===== config.mk =====
export PLATFORM = sky130hd
export DESIGN_NAME = ps2_keyboard_decoder
export DESIGN_NICKNAME = d
export VERILOG_FILES = /design/src/rtl/ps2_kb_pkg.sv /design/src/rtl/ps2_frame_rx.sv /design/src/rtl/ps2_keyboard_decoder.sv
export SDC_FILE = /design/constraint.sdc
export NUM_CORES = 1
export LEC_CHECK = 0
export BUFFER_PORTS_ARGS = -buffer_cell sky130_fd_sc_hd__buf_4
export CORE_UTILIZATION = 45
export CTS_CLUSTER_SIZE = 20
export DETAILED_ROUTE_END_ITERATION = 16
export PLACE_DENSITY = 0.65
export SYNTH_ARGS = -nofsm -noshare
export SYNTH_HDL_FRONTEND = slang
export SYNTH_SLANG_ARGS = --single-unit

===== constraint.sdc =====
create_clock -name clk -period 1.67 [get_ports clk]
set_clock_uncertainty 0.1 [all_clocks]
set_input_delay 0.0835 -clock clk [delete_from_list [all_inputs] [get_ports clk]]
set_output_delay 0.0835 -clock clk [all_outputs]
set_load 0.02 [all_outputs]

===== src/rtl/ps2_kb_pkg.sv =====
// Shared scan codes, status-word field positions and receiver FSM states for the PS/2 keyboard decoder.
package ps2_kb_pkg;

  localparam logic [7:0] SC_EXT   = 8'hE0;
  localparam logic [7:0] SC_BRK   = 8'hF0;
  localparam logic [7:0] SC_UP    = 8'h75;
  localparam logic [7:0] SC_DOWN  = 8'h72;
  localparam logic [7:0] SC_LEFT  = 8'h6B;
  localparam logic [7:0] SC_RIGHT = 8'h74;
  localparam logic [7:0] SC_ENTER = 8'h5A;

  localparam int KB_UP       = 0;
  localparam int KB_DOWN     = 1;
  localparam int KB_LEFT     = 2;
  localparam int KB_RIGHT    = 3;
  localparam int KB_ENTER    = 4;
  localparam int KB_CODE_LSB = 8;
  localparam int KB_EXT      = 16;
  localparam int KB_CNT_LSB  = 24;

  typedef enum logic [1:0] {IDLE, DATA, PARITY, STOP} ps2_state_e;

  // One-hot held-key bit for a tracked key, zero for anything untracked.
  function automatic logic [4:0] held_mask(input logic ext, input logic [7:0] code);
    held_mask = '0;
    if (ext) begin
      case (code)
        SC_UP:    held_mask[KB_UP]    = 1'b1;
        SC_DOWN:  held_mask[KB_DOWN]  = 1'b1;
        SC_LEFT:  held_mask[KB_LEFT]  = 1'b1;
        SC_RIGHT: held_mask[KB_RIGHT] = 1'b1;
        default:  held_mask = '0;
      endcase
    end else if (code == SC_ENTER) begin
      held_mask[KB_ENTER] = 1'b1;
    end
  endfunction

endpackage


===== src/rtl/ps2_frame_rx.sv =====
// PS/2 frame receiver: synchronizers, falling-edge detect, frame FSM, timeout and stop/parity checks.
// Optional odd-parity checking is enabled by defining PS2_PARITY_CHECK_EN.
module ps2_frame_rx
  import ps2_kb_pkg::*;
#(
  parameter int TIMEOUT_CYCLES = 50000
) (
  input  logic       clk,
  input  logic       reset,
  input  logic       i_ps2_clk,
  input  logic       i_ps2_data,
  output logic       o_byte_valid,
  output logic [7:0] o_byte,
  output logic       o_err
);

  localparam int TW = $clog2(TIMEOUT_CYCLES + 1);

  logic [2:0]    r_clk_sync;
  logic [1:0]    r_dat_sync;
  ps2_state_e    r_state;
  ps2_state_e    w_next;
  logic [2:0]    r_bitcnt;
  logic [7:0]    r_shift;
  logic          r_par;
  logic [TW-1:0] r_tmo;
  logic          w_fall;
  logic          w_bit;
  logic          w_timeout;
  logic          w_par_ok;
  logic          w_stop_edge;

  assign w_fall      = r_clk_sync[2] & ~r_clk_sync[1];
  assign w_bit       = r_dat_sync[1];
  assign w_timeout   = (r_state != IDLE) && !w_fall && (r_tmo == TW'(TIMEOUT_CYCLES - 1));
  assign w_stop_edge = (r_state == STOP) && w_fall;
  assign o_byte      = r_shift;

`ifdef PS2_PARITY_CHECK_EN
  assign w_par_ok = ^{r_shift, r_par};
`else
  assign w_par_ok = 1'b1;
`endif

  // Synchronizers idle high so reset release never produces a phantom edge.
  always_ff @(posedge clk or posedge reset) begin
    if (reset) begin
      r_clk_sync <= '1;
      r_dat_sync <= '1;
    end else begin
      r_clk_sync <= {r_clk_sync[1:0], i_ps2_clk};
      r_dat_sync <= {r_dat_sync[0], i_ps2_data};
    end
  end

  always_ff @(posedge clk or posedge reset) begin
    if (reset) r_state <= IDLE;
    else       r_state <= w_next;
  end

  always_comb begin
    w_next = r_state;
    case (r_state)
      IDLE:    if (w_fall && !w_bit)              w_next = DATA;
      DATA:    if (w_fall && (r_bitcnt == 3'd7))  w_next = PARITY;
      PARITY:  if (w_fall)                        w_next = STOP;
      STOP:    if (w_fall)                        w_next = IDLE;
      default:                                    w_next = IDLE;
    endcase
    if (w_timeout) w_next = IDLE;
  end

  always_ff @(posedge clk or posedge reset) begin
    if (reset) begin
      r_bitcnt     <= '0;
      r_tmo        <= '0;
      o_byte_valid <= 1'b0;
      o_err        <= 1'b0;
    end else begin
      if (r_state == IDLE)                r_bitcnt <= '0;
      else if (r_state == DATA && w_fall) r_bitcnt <= r_bitcnt + 3'd1;
      if (r_state == IDLE || w_fall) r_tmo <= '0;
      else                           r_tmo <= r_tmo + TW'(1);
      o_byte_valid <= w_stop_edge && w_bit && w_par_ok;
      o_err        <= w_timeout || (w_stop_edge && !(w_bit && w_par_ok));
    end
  end

  always_ff @(posedge clk) begin
    if (r_state == DATA && w_fall)   r_shift <= {w_bit, r_shift[7:1]};
    if (r_state == PARITY && w_fall) r_par   <= w_bit;
  end

endmodule


===== src/rtl/ps2_keyboard_decoder.sv =====
// PS/2 keyboard decoder: E0/F0 prefix tracking, held arrow/Enter bits, last make code and event count.
// Parity checking in the frame receiver is enabled by defining PS2_PARITY_CHECK_EN.
module ps2_keyboard_decoder
  import ps2_kb_pkg::*;
#(
  parameter int bus            = 32,
  parameter int TIMEOUT_CYCLES = 50000
) (
  input  logic           clk,
  input  logic           reset,
  input  logic           ps2_clk,
  input  logic           ps2_data,
  output logic [bus-1:0] keyboard_data,
  output logic           frame_err
);

  logic       w_byte_valid;
  logic [7:0] w_byte;
  logic       w_err;
  logic [4:0] w_mask;
  logic [4:0] r_held;
  logic [7:0] r_last_code;
  logic       r_last_ext;
  logic [7:0] r_cnt;
  logic       r_ext;
  logic       r_brk;

  ps2_frame_rx #(.TIMEOUT_CYCLES(TIMEOUT_CYCLES)) u_rx (
    .clk          (clk),
    .reset        (reset),
    .i_ps2_clk    (ps2_clk),
    .i_ps2_data   (ps2_data),
    .o_byte_valid (w_byte_valid),
    .o_byte       (w_byte),
    .o_err        (w_err)
  );

  assign w_mask    = held_mask(r_ext, w_byte);
  assign frame_err = w_err;

  always_ff @(posedge clk or posedge reset) begin
    if (reset) begin
      r_held      <= '0;
      r_last_code <= '0;
      r_last_ext  <= 1'b0;
      r_cnt       <= '0;
      r_ext       <= 1'b0;
      r_brk       <= 1'b0;
    end else if (w_byte_valid) begin
      if (w_byte == SC_EXT) begin
        r_ext <= 1'b1;
      end else if (w_byte == SC_BRK) begin
        r_brk <= 1'b1;
      end else begin
        r_ext <= 1'b0;
        r_brk <= 1'b0;
        r_held <= r_brk ? (r_held & ~w_mask) : (r_held | w_mask);
        // Typematic repeats count as fresh makes.
        if (!r_brk) begin
          r_last_code <= w_byte;
          r_last_ext  <= r_ext;
          r_cnt       <= r_cnt + 8'd1;
        end
      end
    end
  end

  always_comb begin
    keyboard_data = '0;
    keyboard_data[KB_ENTER:KB_UP]            = r_held;
    keyboard_data[KB_CODE_LSB +: 8]          = r_last_code;
    keyboard_data[KB_EXT]                    = r_last_ext;
    keyboard_data[KB_CNT_LSB +: 8]           = r_cnt;
  end

endmodule


; ---- Word-level counts from Yosys, hierarchy flattened
; Index checks and enable logic that the tools add are counted.
[classes]
n_lt_le_gt_ge = 0
add_sub_neg = 3
div = 0
mul = 0
shifts = 0
bitwise = 8
mux = 20
n_reduce_logical = 20
n_eq_ne = 17
[ops]
columns = cell, count
row1 = "8-bit by 7-bit equality test with 1-bit output, second input constant", 5
row2 = "16-bit by 1-bit adder with 16-bit output, second input constant", 1
row3 = "16-bit equality test, second input constant", 1
row4 = "8-bit equality test, second input constant", 2
row5 = 16-bit 2-to-1 mux, 1
row6 = "3-bit by 1-bit != test with 1-bit output, second input constant", 4
row7 = 2-bit 2-to-1 mux, 5
row8 = 1-bit 2-to-1 mux, 9
row9 = "8-bit by 1-bit adder with 8-bit output, second input constant", 1
row10 = 1-bit logical AND, 8
row11 = 2-bit one-hot mux with 4 select lines, 1
row12 = 4-bit AND reduction, 2
row13 = 3-bit 2-to-1 mux, 2
row14 = 5-bit bitwise AND, 1
row15 = 5-bit 2-to-1 mux, 1
row16 = 5-bit NOT, 1
row17 = 5-bit OR, 1
row18 = "2-bit equality test, second input constant", 2
row19 = 4-bit 2-to-1 mux, 1
row20 = 1-bit NOT, 4
row21 = 2-bit AND reduction, 2
row22 = 2-bit nonzero test, 2
row23 = "3-bit by 1-bit adder with 3-bit output, second input constant", 1
row24 = "3-bit equality test, second input constant", 1
row25 = other kinds (7), 9
[totals]
mem_bits_ro = 0
n_memories = 0
regBits = 60
latch_bits = 0
ramBits = 0
elab_cells = 82
inputBits = 4

; ---- Longest topological paths before layout
[logic_depth]
ltp_word = 7
depth_mapped = 7
mapped_depth_nobuf = 7

; ---- By module
; From an unflattened synthesis, not the netlist that was laid out.
[hier_totals]
hier_cells = 227
hier_area_um2 = 2713.9
[by_module_without_submodules]
columns = module, seq_area_each_um2, instances, cells_per_inst, area_per_inst_um2
row1 = ps2_frame_rx, 947.2, 1, 131, 1546.5
row2 = ps2_keyboard_decoder, 600.6, 1, 96, 1167.4

; ---- Worst setup path after synthesis
; Ideal clock, no wire load.
[synth_path]
path_type = flip-flop to flip-flop
start = reg u_rx.r_state[0]
end = reg u_rx.r_state[1]
path_slack_ps = -66
required_ps = 1442
n_path_buf = 1
t_arrival_ps = 1508
period_less_slack_ps = 1736
setup_ps = 128
stages_incl_launch_ff = 8
path_cell_list = dfrtp_1 > inv_1 > ha_1 > nand2b_1 > clkbuf_1 > nor4_4 > o21ai_2 > o2bb2ai_1
[synth_between]
elab_chain_len = 5
[synth_lines]
columns = element, line
row1 = from (decl), ps2_frame_rx.sv:21  ; ps2_state_e r_state;
row2 = from (signal assigned), ps2_frame_rx.sv:58  ; else r_state <= w_next;
row3 = 2-bit nonzero test, ps2_frame_rx.sv:35  ; assign w_timeout = (r_state != IDLE) && !w_fall && (r_tmo == TW'(TIMEOUT_CYCLES - 1));
row4 = 1-bit logical AND (2 in a row), ps2_frame_rx.sv:35
row5 = 3-bit by 1-bit != test with 1-bit output (no line), -
row6 = 4-bit AND reduction (no line), -
; Parallel ways exist; a longest one is shown, timed or not.
; A chain may end at the register's enable or synchronous reset.

; ---- Worst setup path in the final report
[layout_path]
start = reg u_rx.r_tmo[12]
end = reg u_rx.r_state[1]
[layout_between]
elab_chain_len = 4
[layout_lines]
columns = element, line
row1 = from (decl), ps2_frame_rx.sv:26  ; logic [TW-1:0] r_tmo;
row2 = from (signal assigned), ps2_frame_rx.sv:83  ; else r_tmo <= r_tmo + TW'(1);
row3 = 16-bit equality test (*), ps2_frame_rx.sv:35
row4 = 1-bit logical AND (*), ps2_frame_rx.sv:35
row5 = 3-bit by 1-bit != test with 1-bit output (no line), -
row6 = 4-bit AND reduction (no line), -
; Every way passes the cells marked *; elsewhere a longest branch is shown, timed or not.

==> results.cfg <==
[worst_setup_path]
critPathCaptureType = register
r2r_start = u_rx.r_tmo[12]$_DFF_PP0_
cp-start-kind = register
startpoint = u_rx.r_tmo[12]$_DFF_PP0_
required_ns = 1.80
critPathMaxFanout = 4
arrival_ns = 1.84
worst_path_max_delay_cell = or4b_4
critical-path-max-stage-delay_ns = 0.55
critPathKind = reg -> reg
worstPathCellList = or4b_4 > nor4_4 > o21ai_2 > o2bb2ai_2

[placed_design]
place_area_um2 = 3160
port_buffers = 26
hpwlAfterDp_mm = 3.37
gp_congestion = 0.736
post-place-ws_ns = -0.0234

[yosys]
synth_top_area_share_pct = 43.6
ys.flop_type = dfrtp_1
yosys_warnings = 0
yosysTopAreaCell = dfrtp_1
syn_avg_cell_area_um2 = 11.0
syn_inst = 245
synth_edf_count = 8
synth.ff_latch_count = 60
ys_top_cells_by_area = dfrtp_1 (44%), edfxtp_1 (8.9%), nand2_1 (5.3%), dfstp_2 (4.9%), xor2_1 (3.9%)
ys_seq_area_share_pct = 57.4
async_reset_ff_share_pct = 86.7
synth_area_um2 = 2700
synth_cell_types = 43

[floorplanning]
die_w_um = 79.4
row_count = 27
fp.dieH_um = 79.4
start_util_pct = 47.8
core_um2 = 5640
dieArea_um2 = 6310
num_io_pins = 37

[clocking]
htreeDepth = 3
cts.path.max_buffers = 2
cts.clk_slew.worst_paths_ns = 0.06
cts_root_buffer = clkbuf_8
cts_tree = yes
cts_buffers = 9
insertion_delay_ns = 0.34
numClockSinks = 60

[pwr]
irDropWorstVdd_uv = 812
power-per-cell-area_nw_per_um2 = 1280
leakagePower_nw = 1.69

[min_path]
min_path_type = in -> async

[global_route]
grt_pass1_vias = 1887
grt_pass1_wl_mm = 8.47
grt_max_degree = 53
grtUsageTotal_pct = 17.9
antenna_found_initial = 0
overflow = 0

[drt]
drtAntennaViolNets = 0
drt-initial-drc-count = 56
route.detailed.drc = 0
drt-pass1-iter-count = 4
via_per_inst = 4.86
drt-met1-wl_mm = 2.27
num_vias = 1920
dr_wl_met3_um = 182
wl_met2_mm = 2.45
top_layer_used = met4
routedWlPerCell_um = 12.7
wl_mm = 5.00

[finish]
n_antenna_cell = 0
finish.utilization_pct = 62.7
design_area_um2 = 3540
syn_to_final_growth_pct = 31.1
drive_above_1_share_pct = 33.1
fin_nets = 330

[sta]
fin_hold_ws_ns = 0.242
layout_setup_ws_ns = -0.0389
setup_viol = 1
rsz0062_at_grt = yes
hold_viol = 0
fmax_ghz = 0.585
period_minus_slack_ns = 1.71
slew_viol_final = 0
fin_crit_sh_pct = 102

[run_status]
status = complete, but fails checks
violations = negative setup slack

[flow_run]
cap_viol_max_count = 0
-- cell families after synthesis --
logic type                 Yosys count  share of synthesized area (%)
buffers and inverters               26                           5.33
other                                1                          0.139
adders and majority gates            8                           3.71
and+or+nand+nor                    102                           19.1
AOI/OAI and AO/OA                   25                           6.68
muxes                                2                          0.835
DFF                                 60                           57.4
xor gates and xnor gates            21                           6.82
-- area by class of cell --
class	instances	area, um^2
fillers	472	2110
flip-flops and latches	60	1550
multi-input cells	168	1100
repair buffers	69	551
clock buffers	15	176
well taps	72	90.1
inverters	10	37.5
clock inverters	1	30.0
-- cell usage after synthesis, types with 2 or more instances --
cell	count
a21oi_1	7
a31oi_1	2
a41oi_1	2
and3_1	2
buf_4	12
clkbuf_1	2
dfrtp_1	47
dfstp_2	5
edfxtp_1	8
ha_1	8
inv_1	10
mux2_1	2
nand2_1	38
nand2b_1	2
nand3_1	9
nand4_1	6
nor2_1	27
nor3_1	5
nor4_4	2
o21ai_0	2
o21ai_1	4
o41ai_2	2
or4b_4	2
xnor2_1	9
xor2_1	12
-- through the flow --
step	setup TNS (ns)	instances	total power, mW
after global placement	0	366	3.08
after CTS	0	390	4.52
final	-0.0389	395	4.54
after detailed placement	-0.0234	366	3.12
after floorplan	-0.00452	254	2.66
after global routing	-0.389	395	4.80
-- routing by layer --
metal	vias up	track usage (%)
li1	961	-
met4	0	10.9
met2	33	28.8
met5	-	0
met3	13	4.11
met1	913	21.9
-- sequential cells by signal (all words and copies together), names as in the netlist, named ones only --
register and count:
u_rx.r_state 2, u_rx.r_tmo 16, u_rx.o_byte 8, u_rx.o_byte_valid 1, r_last_code 8, u_rx.r_clk_sync 3
r_ext 1, r_last_ext 1, u_rx.o_err 1, r_cnt 8, u_rx.r_bitcnt 3, u_rx.r_dat_sync 2
r_brk 1
-- report_power, final --
| part | leakage (nW) | switching, mW | internal, mW |
|---|---|---|---|
| Sequential | 0.762 | 0.189 | 1.73 |
| Combinational | 0.824 | 0.704 | 0.578 |
| Clock | 0.104 | 0.527 | 0.814 |
-- final timing paths --
kind                                                 to  slack (ns)  depth (start not counted)
setup / recovery            u_rx.r_state[1]$_DFFE_PP0P_       -0.04                          4
setup reg to reg            u_rx.r_state[1]$_DFFE_PP0P_       -0.04                          4
min in group clk           u_rx.r_dat_sync[1]$_DFF_PP1_        0.26                          0
hold / removal                     r_cnt[3]$_DFFE_PP0P_        0.24                          4
hold reg to reg            u_rx.r_dat_sync[1]$_DFF_PP1_        0.26                          0
max in group asynchronous  u_rx.r_clk_sync[2]$_DFF_PP1_        0.93                          4
-- what timing repair did --
action                     CTS  global route
hold endpoints to repair    54             0
cloned                       0             0
setup endpoints to repair    4            23
setup buffers                5             5
pin swaps                    4             7
resized for setup            2            10
hold buffers                 3             0
-- worst max-delay path: cells and delay by family (launching register included) --
kind	cells	cell delay [ns]
simple gates	2	0.90
compound gates	2	0.22
flops	1	0.38
-- placed cells by master, fill, tap and decap left out, drive strengths merged, types with 3 or more instances in the layout --
master and instances:
nand4 6, dlygate4sd3 3, a21oi 7, dfrtp 47, nand2 38, ha 8, inv 10, nor4 3
nor3 5, xnor2 9, buf 66, edfxtp 8, xor2 12, nor2 27, clkbuf 15, dfstp 5
nand3 10, conb 10, o21ai 7
Note: power is estimated with default switching activity, not from simulation.
